===== src/rtl/byte_bank_reader.sv =====
// Small register bank with a registered read port that presents either one
// entry or all entries in address order through a valid/ready output stream.
module byte_bank_reader #(
  parameter int WIDTH  = 8,
  parameter int ADDR_W = 2
) (
  input  logic              clk,
  input  logic              rst_n,
  input  logic              wr_en,
  input  logic [ADDR_W-1:0] wr_sel,
  input  logic [WIDTH-1:0]  wr_data,
  input  logic              rd_req,
  input  logic [ADDR_W-1:0] rd_sel,
  input  logic              scan,
  input  logic              out_ready,
  output logic              out_valid,
  output logic [WIDTH-1:0]  out_data,
  output logic [ADDR_W-1:0] out_addr,
  output logic              busy,
  output logic [1:0]        state_dbg
);

  localparam int DEPTH = 2 ** ADDR_W;
  localparam logic [ADDR_W-1:0] LAST_ADDR = '1;

  typedef enum logic [1:0] {
    IDLE   = 2'd0,
    SINGLE = 2'd1,
    SCAN   = 2'd2
  } state_t;

  state_t            state;
  logic [WIDTH-1:0]  mem [DEPTH];
  logic [ADDR_W-1:0] next_addr;
  logic              handshake;

  // Output stream: a beat transfers on a rising edge where out_valid and
  // out_ready are both high; while out_valid is high and out_ready is low the
  // beat (out_valid, out_data, out_addr) is held unchanged.
  assign handshake = out_valid && out_ready;
  assign next_addr = out_addr + ADDR_W'(1);
  assign busy      = (state != IDLE);
  assign state_dbg = state;

  always_ff @(posedge clk or negedge rst_n) begin
    if (!rst_n) begin
      state     <= IDLE;
      out_valid <= 1'b0;
      out_data  <= '0;
      out_addr  <= '0;
      for (int i = 0; i < DEPTH; i++) begin
        mem[i] <= '0;
      end
    end else begin
      // Reads below sample mem before this write lands, so a same-edge
      // collision returns the old value.
      if (wr_en) begin
        mem[wr_sel] <= wr_data;
      end
      case (state)
        IDLE: begin
          if (rd_req) begin
            out_valid <= 1'b1;
            if (scan) begin
              state    <= SCAN;
              out_data <= mem[0];
              out_addr <= '0;
            end else begin
              state    <= SINGLE;
              out_data <= mem[rd_sel];
              out_addr <= rd_sel;
            end
          end
        end
        SINGLE: begin
          if (handshake) begin
            out_valid <= 1'b0;
            state     <= IDLE;
          end
        end
        SCAN: begin
          if (handshake) begin
            if (out_addr == LAST_ADDR) begin
              out_valid <= 1'b0;
              state     <= IDLE;
            end else begin
              out_data <= mem[next_addr];
              out_addr <= next_addr;
            end
          end
        end
        default: begin
          state     <= IDLE;
          out_valid <= 1'b0;
        end
      endcase
    end
  end

endmodule


===== config.mk =====
export PLATFORM = sky130hd
export DESIGN_NAME = byte_bank_reader
export DESIGN_NICKNAME = d
export VERILOG_FILES = /design/src/rtl/byte_bank_reader.sv
export SDC_FILE = /design/constraint.sdc
export NUM_CORES = 1
export LEC_CHECK = 0
export ABC_AREA = 1
export ABC_CLOCK_PERIOD_IN_PS = 2300
export BUFFER_PORTS_ARGS = -buffer_cell sky130_fd_sc_hd__buf_2
export CAP_MARGIN = 5
export CORE_MARGIN = 2
export CORE_UTILIZATION = 55
export CTS_BUF_LIST = sky130_fd_sc_hd__clkbuf_8
export CTS_CLUSTER_SIZE = 12
export DETAILED_ROUTE_END_ITERATION = 16
export MAX_ROUTING_LAYER = met4
export PLACE_DENSITY_LB_ADDON = 0.2
export REMOVE_ABC_BUFFERS = 1
export SYNTH_ARGS = -nofsm -noshare
export SYNTH_HDL_FRONTEND = slang
export SYNTH_SLANG_ARGS = --single-unit

===== constraint.sdc =====
create_clock -name clk -period 2.3 [get_ports clk]
set_input_delay 0.115 -clock clk [delete_from_list [all_inputs] [get_ports clk]]
set_output_delay 0.115 -clock clk [all_outputs]
set_load 0.02 [all_outputs]

==> results of run 1 <==
## state kept, by name, summed over array words and instances, names as in the netlist
signal and cells:
mem 32, state_dbg 2, out_valid 1, out_data 8, out_addr 2
## routing by layer
layer	global-route usage [%]	vias to the layer above	routed length (microns)
met2	41.36	101	2698
met5	-	-	0
met4	10.69	0	85
met3	5.204	8	418
li1	-	1182	-
met1	34.62	1052	2763
## layout make-up
cell class              instances  area [sq um]
fillers                       429          1615
flip-flops and latches         45          1126
multi-input cells             250          1104
inverters                      61         229.0
repair buffers                 32         162.7
clock buffers                   5         68.82
well taps                      52         65.06
clock inverters                 3         13.76
## worst paths after layout
check                                         from                       end  slack [ns]  depth (start not counted)
max in group asynchronous                    rst_n   out_data[6]$_DFFE_PN0P_        1.73                          1
max                        out_addr[1]$_DFFE_PN0P_   out_data[3]$_DFFE_PN0P_        0.64                          8
min reg2reg                out_data[6]$_DFFE_PN0P_   out_data[6]$_DFFE_PN0P_        0.48                          2
min in group clk                              scan  state_dbg[0]$_DFFE_PN0P_        0.05                          2
min                                          rst_n   out_data[0]$_DFFE_PN0P_       -0.04                          1
max reg2reg                out_addr[1]$_DFFE_PN0P_   out_data[3]$_DFFE_PN0P_        0.64                          8
## kinds of logic after synthesis
kind of cell | Yosys count | synth area share (%)
fa+ha+maj | 1 | 0.4947
compound gates | 46 | 9.302
simple gates | 203 | 33.84
buf+inv | 74 | 11.83
flops | 45 | 44.53
## power breakdown
part	internal [mW]	switching [mW]
clock network	0.207	0.277
logic	0.514	1.05
registers	0.990	0.134
total	1.71	1.47
## cell usage in the layout, fill, tap and decap left out
master | synthesis | layout
inv_2 | 14 | 14
nor2_4 | 2 | 2
nand2_2 | 9 | 9
and3_1 | 1 | 1
nor3_1 | 1 | 1
nand2_1 | 147 | 147
buf_2 | 8 | 31
o21ai_0 | 2 | 2
o22ai_1 | 1 | 1
dfrtp_1 | 45 | 45
clkinv_2 | 0 | 2
o21ai_2 | 1 | 1
nor2_2 | 1 | 1
ha_1 | 1 | 1
buf_4 | 1 | 1
a21oi_1 | 8 | 8
nor2_1 | 4 | 4
nand3b_1 | 1 | 1
nand3_1 | 37 | 37
clkbuf_8 | 0 | 5
o21ai_1 | 34 | 34
clkinv_1 | 1 | 1
inv_1 | 46 | 47
## metrics by stage
stage                     setup WS (ns)  utilization (%)  hold WS (ns)
final                            0.6449            63.16      -0.03896
after global routing             0.5642            63.16       0.04702
after CTS                        0.6740            63.16       0.01072
after detailed placement         0.7044            61.27        0.3448
after global placement           0.7540            61.27        0.3240
after floorplan                  0.6296                -       -0.1806
## worst max-delay path, cell delays in order, from the launching register on
cell,delay [ns]
dfrtp_1,0.40
ha_1,0.51
inv_2,0.18
nand3_1,0.12
nand3_1,0.08
nand2_2,0.08
inv_2,0.03
nand2_1,0.08
nand2_1,0.06
==> impl_results.md, run 1 <==
- Synth cell types: 23
- I/O pins: 32
- Initial antenna violation count: 0
- Total GRT Usage: 26.69%
- Cell accounting for the most synthesized area: dfrtp_1
- Power per cell area: 1147 mW/mm^2
- Fin crit share: 71.96%
- CTS root buf: clkbuf_8
- Register area share after synthesis: 44.53%
- Maximum vdd drop: 437.5 uV
- CTS tree: done
- Worst-case clock buffer depth: 2
- Syn_area_per_cell: 6.853 sq um
- Final setup TNS: 0 ns
- Final Instance Area: 0.002769 sq mm
- Hold Crit Class: input pin to asynchronous set/reset pin
- First-pass GRT wire length: 10,250 microns
- Leak: 1.588 nW
- Post-route total power: 3.176 mW
- WL final: 5966 microns
- Hold buffers post-CTS: 0
- Detailed Routing Iterations Pass 1: 5
- Detailed Place HPWL: 3969 microns
- Area of the die: 0.005156 sq mm
- Critical path class: flip-flop to flip-flop
- Fmax: 604.2 MHz
- Number of global-route vias before repair: 2,220
- Chip Height: 71.81 microns
- Total core area: 0.004384 sq mm
- Post-Syn Area: 0.002529 sq mm
- Ys async rst share: 100.0%
- Final min period: 1.655 ns
- Post-synthesis cell count: 369
- Most frequent cell after synthesis: nand2_1
- Hold slack: -0.03896 ns
- Outcome: finished with violations
- Clock tree sinks: 45
- Top FF cell, synth: dfrtp_1
- Synth top area share: 44.53%
- Die width: 71.81 microns
- Setup bufs post-CTS: 0
- Initial DRC Count: 237
- Initial Utilization: 57.68%
- Fin. Hold Viols: 45
- Clk_lat worst skew: 0.31 ns
- Port Buf Inserts: 31
- Final Setup Violations: 0
- Post-cts resize count: 0
- Placed cell areas: 0.002686 sq mm
- Gpl congestion: 0.9132
- Vias/cell: 5.230
- Rows: 24
- Worst slew pin tran: 0.9830 ns
- Crit. End Element: flip-flop
- Failing checks: negative hold slack
- CTS HTree Levels: 2
- Largest cells by area after synthesis: dfrtp_1 (45%), nand2_1 (22%), nand3_1 (7.3%)
- Largest net degree at the start of global routing: 46
- Remaining DRCs: 0
- Worst-path clk slew: 0.09 ns
- WL/cell: 13.32 microns
- Max-Cap Viols: 0
- Worst-path maximum fanout: 9
- Nets: 414
- Slew HR: 34.47%
- Gr ovfl total: 0
- Synth top cells by count: nand2_1 (147), inv_1 (46), dfrtp_1 (45)
- Detail Route Antenna Nets: 0
- CTS Buf Count: 5
- EDFF count, synth: 0
- RSZ-0062 raised after global routing: false
- Fin cells: 448
- Max Slew Vio Count: 0
- Crit start category: flip-flop
- Arrival time worst endpoint: 1.85 ns
- Clock skew: 0.007032 ns
- Ys Warns: 0
- Synth Register Bits: 45
- Area grow syn2layout: 9.500%
- Worst EP required: 2.50 ns
- Ant. Diodes: 0
- Placed insts: 440
- Vias: 2,343
- Share of layout cells above drive strength 1: 16.67%
(Power assumes the default switching activity.)
==> inputs of run 2 (changes only) <==
ABC_AREA = 0   (was 1)
ABC_CLOCK_PERIOD_IN_PS = 1500   (was 2300)
CORE_UTILIZATION = 53   (was 55)
clock period = 1.5 ns   (was 2.3 ns; I/O delays follow)
==> impl_results.md, run 2 <==
- Outcome: finished with violations (unchanged)
- Failing checks: negative setup slack (was negative hold slack)
- Port Buf Inserts: 31 (unchanged)
- Hold Crit Class: input pin to flip-flop (was input pin to asynchronous set/reset pin)
- Synth Area in XOR/XNOR: 0% (unchanged)
- CTS root buf: clkbuf_8 (unchanged)
- Initial Utilization: 54.20% (was 57.68%)
- Post-synthesis cell count: 188 (was 369)
- Nets: 250 (was 414)
- Post-Syn Area: 0.002327 sq mm (was 0.002529 sq mm)
- Pre-CTS WS: -0.09760 ns (was 0.7044 ns)
- Worst slew pin tran: 0.5333 ns (was 0.9830 ns)
- Crit. End Element: flip-flop (unchanged)
- Commonest non-fill, non-tap cell in the layout: dfrtp_1 (was nand2_1)
- Worst EP required: 1.74 ns (was 2.50 ns)
- Clock tree sinks: 45 (unchanged)
- Hold slack: 0.04354 ns (was -0.03896 ns)
- WL/cell: 19.34 microns (was 13.32 microns)
- Clock skew: 0.009886 ns (was 0.007032 ns)
- Maximum vdd drop: 909.1 uV (was 437.5 uV)
- Fillcell total: 344 (was 429)
- Number of global-route vias before repair: 1,798 (was 2,220)
- Cell accounting for the most synthesized area: dfrtp_1 (unchanged)
- Remaining DRCs: 0 (unchanged)
- Ys Warns: 0 (unchanged)
- Adder-cell area share of the yosys netlist: 0.5376% (was 0.4948%)
- CTS Buf Count: 5 (unchanged)
- Die width: 70.27 microns (was 71.81 microns)
- Worst-path maximum fanout: 3 (was 9)
- Largest cells by area after synthesis: dfrtp_1 (48%), mux2_2 (16%), mux4_2 (7.7%) (was dfrtp_1 (45%), nand2_1 (22%), nand3_1 (7.3%))
- Vias/cell: 6.116 (was 5.230)
- Max-Cap Viols: 0 (unchanged)
- Fin. Hold Viols: 0 (was 45)
- Ant. Diodes: 0 (unchanged)
- Clk_lat worst skew: 0.30 ns (was 0.31 ns)
- Chip Height: 70.27 microns (was 71.81 microns)
- Gpl congestion: 0.9480 (was 0.9132)
- Leak: 1.209 nW (was 1.588 nW)
- First-pass GRT wire length: 9018 microns (was 10,250 microns)
- Top FF cell, synth: dfrtp_1 (unchanged)
- Synth top cells by count: dfrtp_1 (45), mux2_2 (33), a211oi_1 (14) (was nand2_1 (147), inv_1 (46), dfrtp_1 (45))
- Crit start category: flip-flop (unchanged)
- Area grow syn2layout: 17.15% (was 9.500%)
- CTS tree: done (unchanged)
- WL final: 5492 microns (was 5966 microns)
- Detailed Routing Iterations Pass 1: 4 (was 5)
- Critical path class: flip-flop to flip-flop (unchanged)
- Rows: 24 (unchanged)
- Total GRT Usage: 24.68% (was 26.69%)
- Worst-case clock buffer depth: 2 (unchanged)
- CTS HTree Levels: 2 (unchanged)
- Slew HR: 64.45% (was 34.47%)
- Initial DRC Count: 93 (was 237)
- Largest net degree at the start of global routing: 24 (was 46)
- Final worst slack: -0.08507 ns (was 0.6449 ns)
- Top Registers: mem x32, out_data x8 (unchanged)
- Share of layout cells above drive strength 1: 44.83% (was 16.67%)
- Fmax: 630.9 MHz (was 604.2 MHz)
- Initial antenna violation count: 0 (unchanged)
- Max reg flops: 32 (unchanged)
- Area of the die: 0.004937 sq mm (was 0.005156 sq mm)
- Synth Area in Simple Gates: 8.441% (was 33.84%)
- Vias: 1,737 (was 2,343)
- Setup bufs post-CTS: 0 (unchanged)
- Total core area: 0.004294 sq mm (was 0.004384 sq mm)
- Worst-path clk slew: 0.09 ns (about the same)
- RSZ-0062 raised after global routing: true (was false)
- Synth cell types: 33 (was 23)
- Detailed Place HPWL: 3845 microns (was 3969 microns)
- I/O pins: 32 (unchanged)
- Max Slew Vio Count: 0 (unchanged)
- EDFF count, synth: 0 (unchanged)
- Fin crit share: 105.7% (was 71.96%)
- Ys async rst share: 100.0% (unchanged)
- Most flop-heavy register: mem (unchanged)
- Register area share after synthesis: 48.39% (was 44.53%)
- Synth top area share: 48.39% (was 44.53%)
- Arrival time worst endpoint: 1.83 ns (was 1.85 ns)
- Final min period: 1.585 ns (was 1.655 ns)
- Syn_area_per_cell: 12.38 sq um (was 6.853 sq um)
- Final Setup Violations: 9 (was 0)
- Multiplexer area fraction after synthesis: 27.15% (was 0%)
- Core Util, Final: 63.49% (was 63.16%)
- Gr ovfl total: 0 (unchanged)
- Most frequent cells in the layout: dfrtp_1 (45), mux2_2 (33), buf_2 (31), a211oi_1 (14), buf_4 (14) (was nand2_1 (147), inv_1 (47), dfrtp_1 (45), nand3_1 (37), o21ai_1 (34))
- Synth Register Bits: 45 (unchanged)
- Synth Area in Compound Gates: 11.72% (was 9.302%)
- Power per cell area: 1766 mW/mm^2 (was 1147 mW/mm^2)
- Largest family of logic cells by synthesized area: multiplexers (was simple AND/OR/NAND/NOR gates)
- Most frequent cell after synthesis: dfrtp_1 (was nand2_1)
- Detail Route Antenna Nets: 0 (unchanged)
==> run 2: cells by family (layout without fill, tap and decap cells) <==
logic type | Yosys count | count (layout)
muxes | 49 | 49
adders and majority gates | 1 | 1
DFF | 45 | 45
AOI/OAI and AO/OA | 41 | 41
and+or+nand+nor | 38 | 38
buffers and inverters | 14 | 58
==> run 2: final timing paths <==
check                                              from                 endpoint  slack (ns)  depth (start not counted)
min in group asynchronous                         rst_n      mem[21]$_DFFE_PN0P_        0.29                          2
worst min register to register  out_data[2]$_DFFE_PN0P_  out_data[2]$_DFFE_PN0P_        0.49                          2
worst min-delay path                         wr_data[5]      mem[13]$_DFFE_PN0P_        0.04                          2
max in group asynchronous                         rst_n       mem[6]$_DFFE_PN0P_        0.69                          3
worst max-delay path            out_addr[0]$_DFFE_PN0P_  out_addr[0]$_DFFE_PN0P_       -0.09                          5
worst max register to register  out_addr[0]$_DFFE_PN0P_  out_addr[0]$_DFFE_PN0P_       -0.09                          5
==> run 2: critical path, stage by stage (launching register included) <==
cell,delay [ns]
dfrtp_1,0.41
ha_2,0.19
nand4b_1,0.17
a21o_1,0.20
or4b_1,0.47
nand3_1,0.08
==> run 2: final cells by class <==
cell class | instances | area (sq um) | share of cell area, %
Clock buffer | 5 | 68.82 | 2.524
Clock inverter | 3 | 13.76 | 0.5048
Inverter | 1 | 3.754 | 0.1377
Multi-Input combinational cell | 129 | 1136 | 41.67
Sequential cell | 45 | 1126 | 41.30
Tap cell | 52 | 65.06 | 2.386
Timing Repair Buffer | 49 | 312.8 | 11.47
==> run 2: power by group <==
group	switching, mW	internal (mW)
clock network	0.395	0.316
registers	0.243	1.54
logic	1.20	1.12
total	1.83	2.98
==> run 2: per-layer routing <==
layer	global-route usage [%]	wire (microns)	share of wire [%]	vias up
met2	37.42	2745	50	61
met4	8.547	82	1.5	0
met5	-	0	0	-
li1	-	-	-	786
met1	32.76	2321	42	882
met3	5.916	343	6.2	8
==> run 2: timing repair <==
action / CTS / global route
hold buffers: 1 / 0
setup endpoints to repair: 9 / 9
cloned: 0 / 0
pin swaps: 2 / 0
resized for setup: 2 / 5
hold endpoints to repair: 22 / 0
==> run 2: stage by stage <==
stage / power (mW) / instance area (sq um) / std cells / TNS (ns)
after global routing: 5.122 / 2726 / 284 / -0.9441
after global placement: 3.862 / 2604 / 275 / -0.03740
final: 4.815 / 2726 / 284 / -0.3956
after floorplan: 3.122 / 2243 / 175 / -3.235
after detailed placement: 4.004 / 2604 / 275 / -0.3301
after CTS: 4.752 / 2703 / 284 / -0.2525
==> inputs of run 3 (changes only) <==
CAP_MARGIN = default   (was 5)
RECOVER_POWER = 50   (was default)
==> impl_results.md, run 3 (synthesis gave the netlist of run 2 again) <==
- Total core area: 0.004294 sq mm (unchanged)
- Clock skew: 0.01068 ns (was 0.009886 ns)
- Setup bufs post-CTS: 0 (unchanged)
- Number of global-route vias before repair: 1,798 (unchanged)
- Placed cell areas: 0.002604 sq mm (unchanged)
- Gr ovfl total: 0 (unchanged)
- Area grow syn2layout: 16.45% (was 17.15%)
- Slew HR: 59.03% (was 64.45%)
- Fin cells: 284 (unchanged)
- Area of the die: 0.004937 sq mm (unchanged)
- Clock tree sinks: 45 (unchanged)
- Most frequent cells in the layout: dfrtp_1 (45), mux2_2 (33), buf_2 (29), a211oi_1 (14), buf_4 (13) (was dfrtp_1 (45), mux2_2 (33), buf_2 (31), a211oi_1 (14), buf_4 (14))
- Ant. Diodes: 0 (unchanged)
- Worst-case clock buffer depth: 2 (unchanged)
- Worst setup endpoint: out_addr[0]$_DFFE_PN0P_ (unchanged)
- Total GRT Usage: 24.68% (unchanged)
- Fin crit share: 105.5% (was 105.7%)
- Top Registers: mem x32, out_data x8 (unchanged)
- Commonest non-fill, non-tap cell in the layout: dfrtp_1 (unchanged)
- Arrival time worst endpoint: 1.82 ns (was 1.83 ns)
- Pre-CTS WS: -0.09760 ns (unchanged)
- Post-route total power: 4.808 mW (was 4.815 mW)
- Hold slack: 0.04426 ns (was 0.04354 ns)
- Outcome: finished with violations (unchanged)
- First-pass GRT wire length: 9018 microns (unchanged)
- Nets: 250 (unchanged)
- Detailed Routing Iterations Pass 1: 4 (unchanged)
- Reg2reg path depth: 5 (unchanged)
- RSZ-0062 raised after global routing: true (unchanged)
- Delay of the slowest critical-path stage: 0.47 ns (about the same)
- Vias: 1,740 (was 1,737)
- Placed insts: 275 (unchanged)
- Power per cell area: 1774 mW/mm^2 (was 1766 mW/mm^2)
- Core Util, Final: 63.11% (was 63.49%)
- Leak: 1.198 nW (was 1.209 nW)
- Slowest-stage cell, CP: or4b_1 (unchanged)
- Fin. Hold Viols: 0 (unchanged)
- WL/cell: 19.23 microns (was 19.34 microns)
- Initial DRC Count: 92 (was 93)
- Max Slew Vio Count: 0 (unchanged)
- Vias/cell: 6.127 (was 6.116)
- Clk_lat worst skew: 0.30 ns (about the same)
- Final min period: 1.582 ns (was 1.585 ns)
- Gpl congestion: 0.9480 (unchanged)
- I/O pins: 32 (unchanged)
- R2R setup slack: -0.08 ns (was -0.09 ns)
- Worst EP required: 1.74 ns (about the same)
- Largest net degree at the start of global routing: 24 (unchanged)
- Detail Route Antenna Nets: 0 (unchanged)
- Max-Cap Viols: 0 (unchanged)
- Remaining DRCs: 0 (unchanged)
- Fmax: 631.9 MHz (was 630.9 MHz)
- Final Setup Violations: 9 (unchanged)
- Final Instance Area: 0.002710 sq mm (was 0.002726 sq mm)
- Worst R2R Start: out_addr[0]$_DFFE_PN0P_ (unchanged)
- Worst slew pin tran: 0.6145 ns (was 0.5333 ns)
- Detailed Place HPWL: 3845 microns (unchanged)
- Share of layout cells above drive strength 1: 43.53% (was 44.83%)
- Final worst slack: -0.08244 ns (was -0.08507 ns)
- Critical path class: flip-flop to flip-flop (unchanged)
- Crit start category: flip-flop (unchanged)
- Max reg flops: 32 (unchanged)
- Maximum vdd drop: 907.5 uV (was 909.1 uV)
- Final setup TNS: -0.3993 ns (was -0.3956 ns)
- Initial Utilization: 54.20% (unchanged)
- Rows: 24 (unchanged)
- Most flop-heavy register: mem (unchanged)
- Fillcell total: 348 (was 344)
- CTS Buf Count: 5 (unchanged)
- Worst-path maximum fanout: 3 (unchanged)
- CTS HTree Levels: 2 (unchanged)
- Port Buf Inserts: 31 (unchanged)
- Failing checks: negative setup slack (unchanged)
- R2r endpoint: out_addr[0]$_DFFE_PN0P_ (unchanged)
- Die width: 70.27 microns (unchanged)
- Worst-path clk slew: 0.09 ns (about the same)
- Chip Height: 70.27 microns (unchanged)
- CTS root buf: clkbuf_8 (unchanged)
- WL final: 5462 microns (was 5492 microns)
- Critical path, cell by cell: ha_2 > nand4b_1 > a21o_1 > or4b_1 > nand3_1 (unchanged)
- Crit. End Element: flip-flop (unchanged)
- Initial antenna violation count: 0 (unchanged)
- Hold Crit Class: input pin to flip-flop (unchanged)
- Critical path startpoint: out_addr[0]$_DFFE_PN0P_ (unchanged)
- CTS tree: done (unchanged)
[run 3: worst min-delay path by stage]
| stage | to | depth (start not counted) | start |
|---|---|---|---|
| after CTS | mem[13]$_DFFE_PN0P_ | 2 | wr_data[5] |
| after floorplan | mem[0]$_DFFE_PN0P_ | 0 | rst_n |
| after detailed placement | mem[21]$_DFFE_PN0P_ | 1 | rst_n |
| after global routing | mem[5]$_DFFE_PN0P_ | 2 | wr_data[5] |
| final | mem[13]$_DFFE_PN0P_ | 2 | wr_data[5] |
| after global placement | mem[21]$_DFFE_PN0P_ | 1 | rst_n |
[run 3: area by class of cell]
cell class | instances | area, sq um | area share, %
timing repair buffer | 49 | 307.8 | 11.36
multi-input combinational | 129 | 1125 | 41.51
clock buffer | 5 | 68.82 | 2.539
inverter | 1 | 3.754 | 0.1385
tap | 52 | 65.06 | 2.401
sequential | 45 | 1126 | 41.55
clock inverter | 3 | 13.76 | 0.5078
[run 3: worst max-delay path: cells and delay by family (launching register included)]
family,cells,cell delay (ns)
AO/OA/AOI/OAI,1,0.20
adder cells (fa/ha/maj),1,0.19
flip-flops,1,0.41
AND/OR/NAND/NOR,3,0.72
[run 3: power by group]
group          switching, mW  internal [mW]  total, mW
logic                   1.19           1.12       2.31
registers              0.243           1.54       1.79
clock network          0.395          0.316      0.711
[run 3: layer usage]
metal	up-vias	part of all wire (%)	global-route usage, %
li1	786	-	-
met1	882	43	32.76
met2	62	49	37.42
met3	10	6.3	5.916
met4	0	1.8	8.547
met5	-	0	-
[run 3: what timing repair did]
action                                 CTS  global route
endpoints found under the hold margin   22             0
resized for setup                        2             5
setup endpoints to repair                9             9
pin swaps                                2             0
hold buffers                             1             0
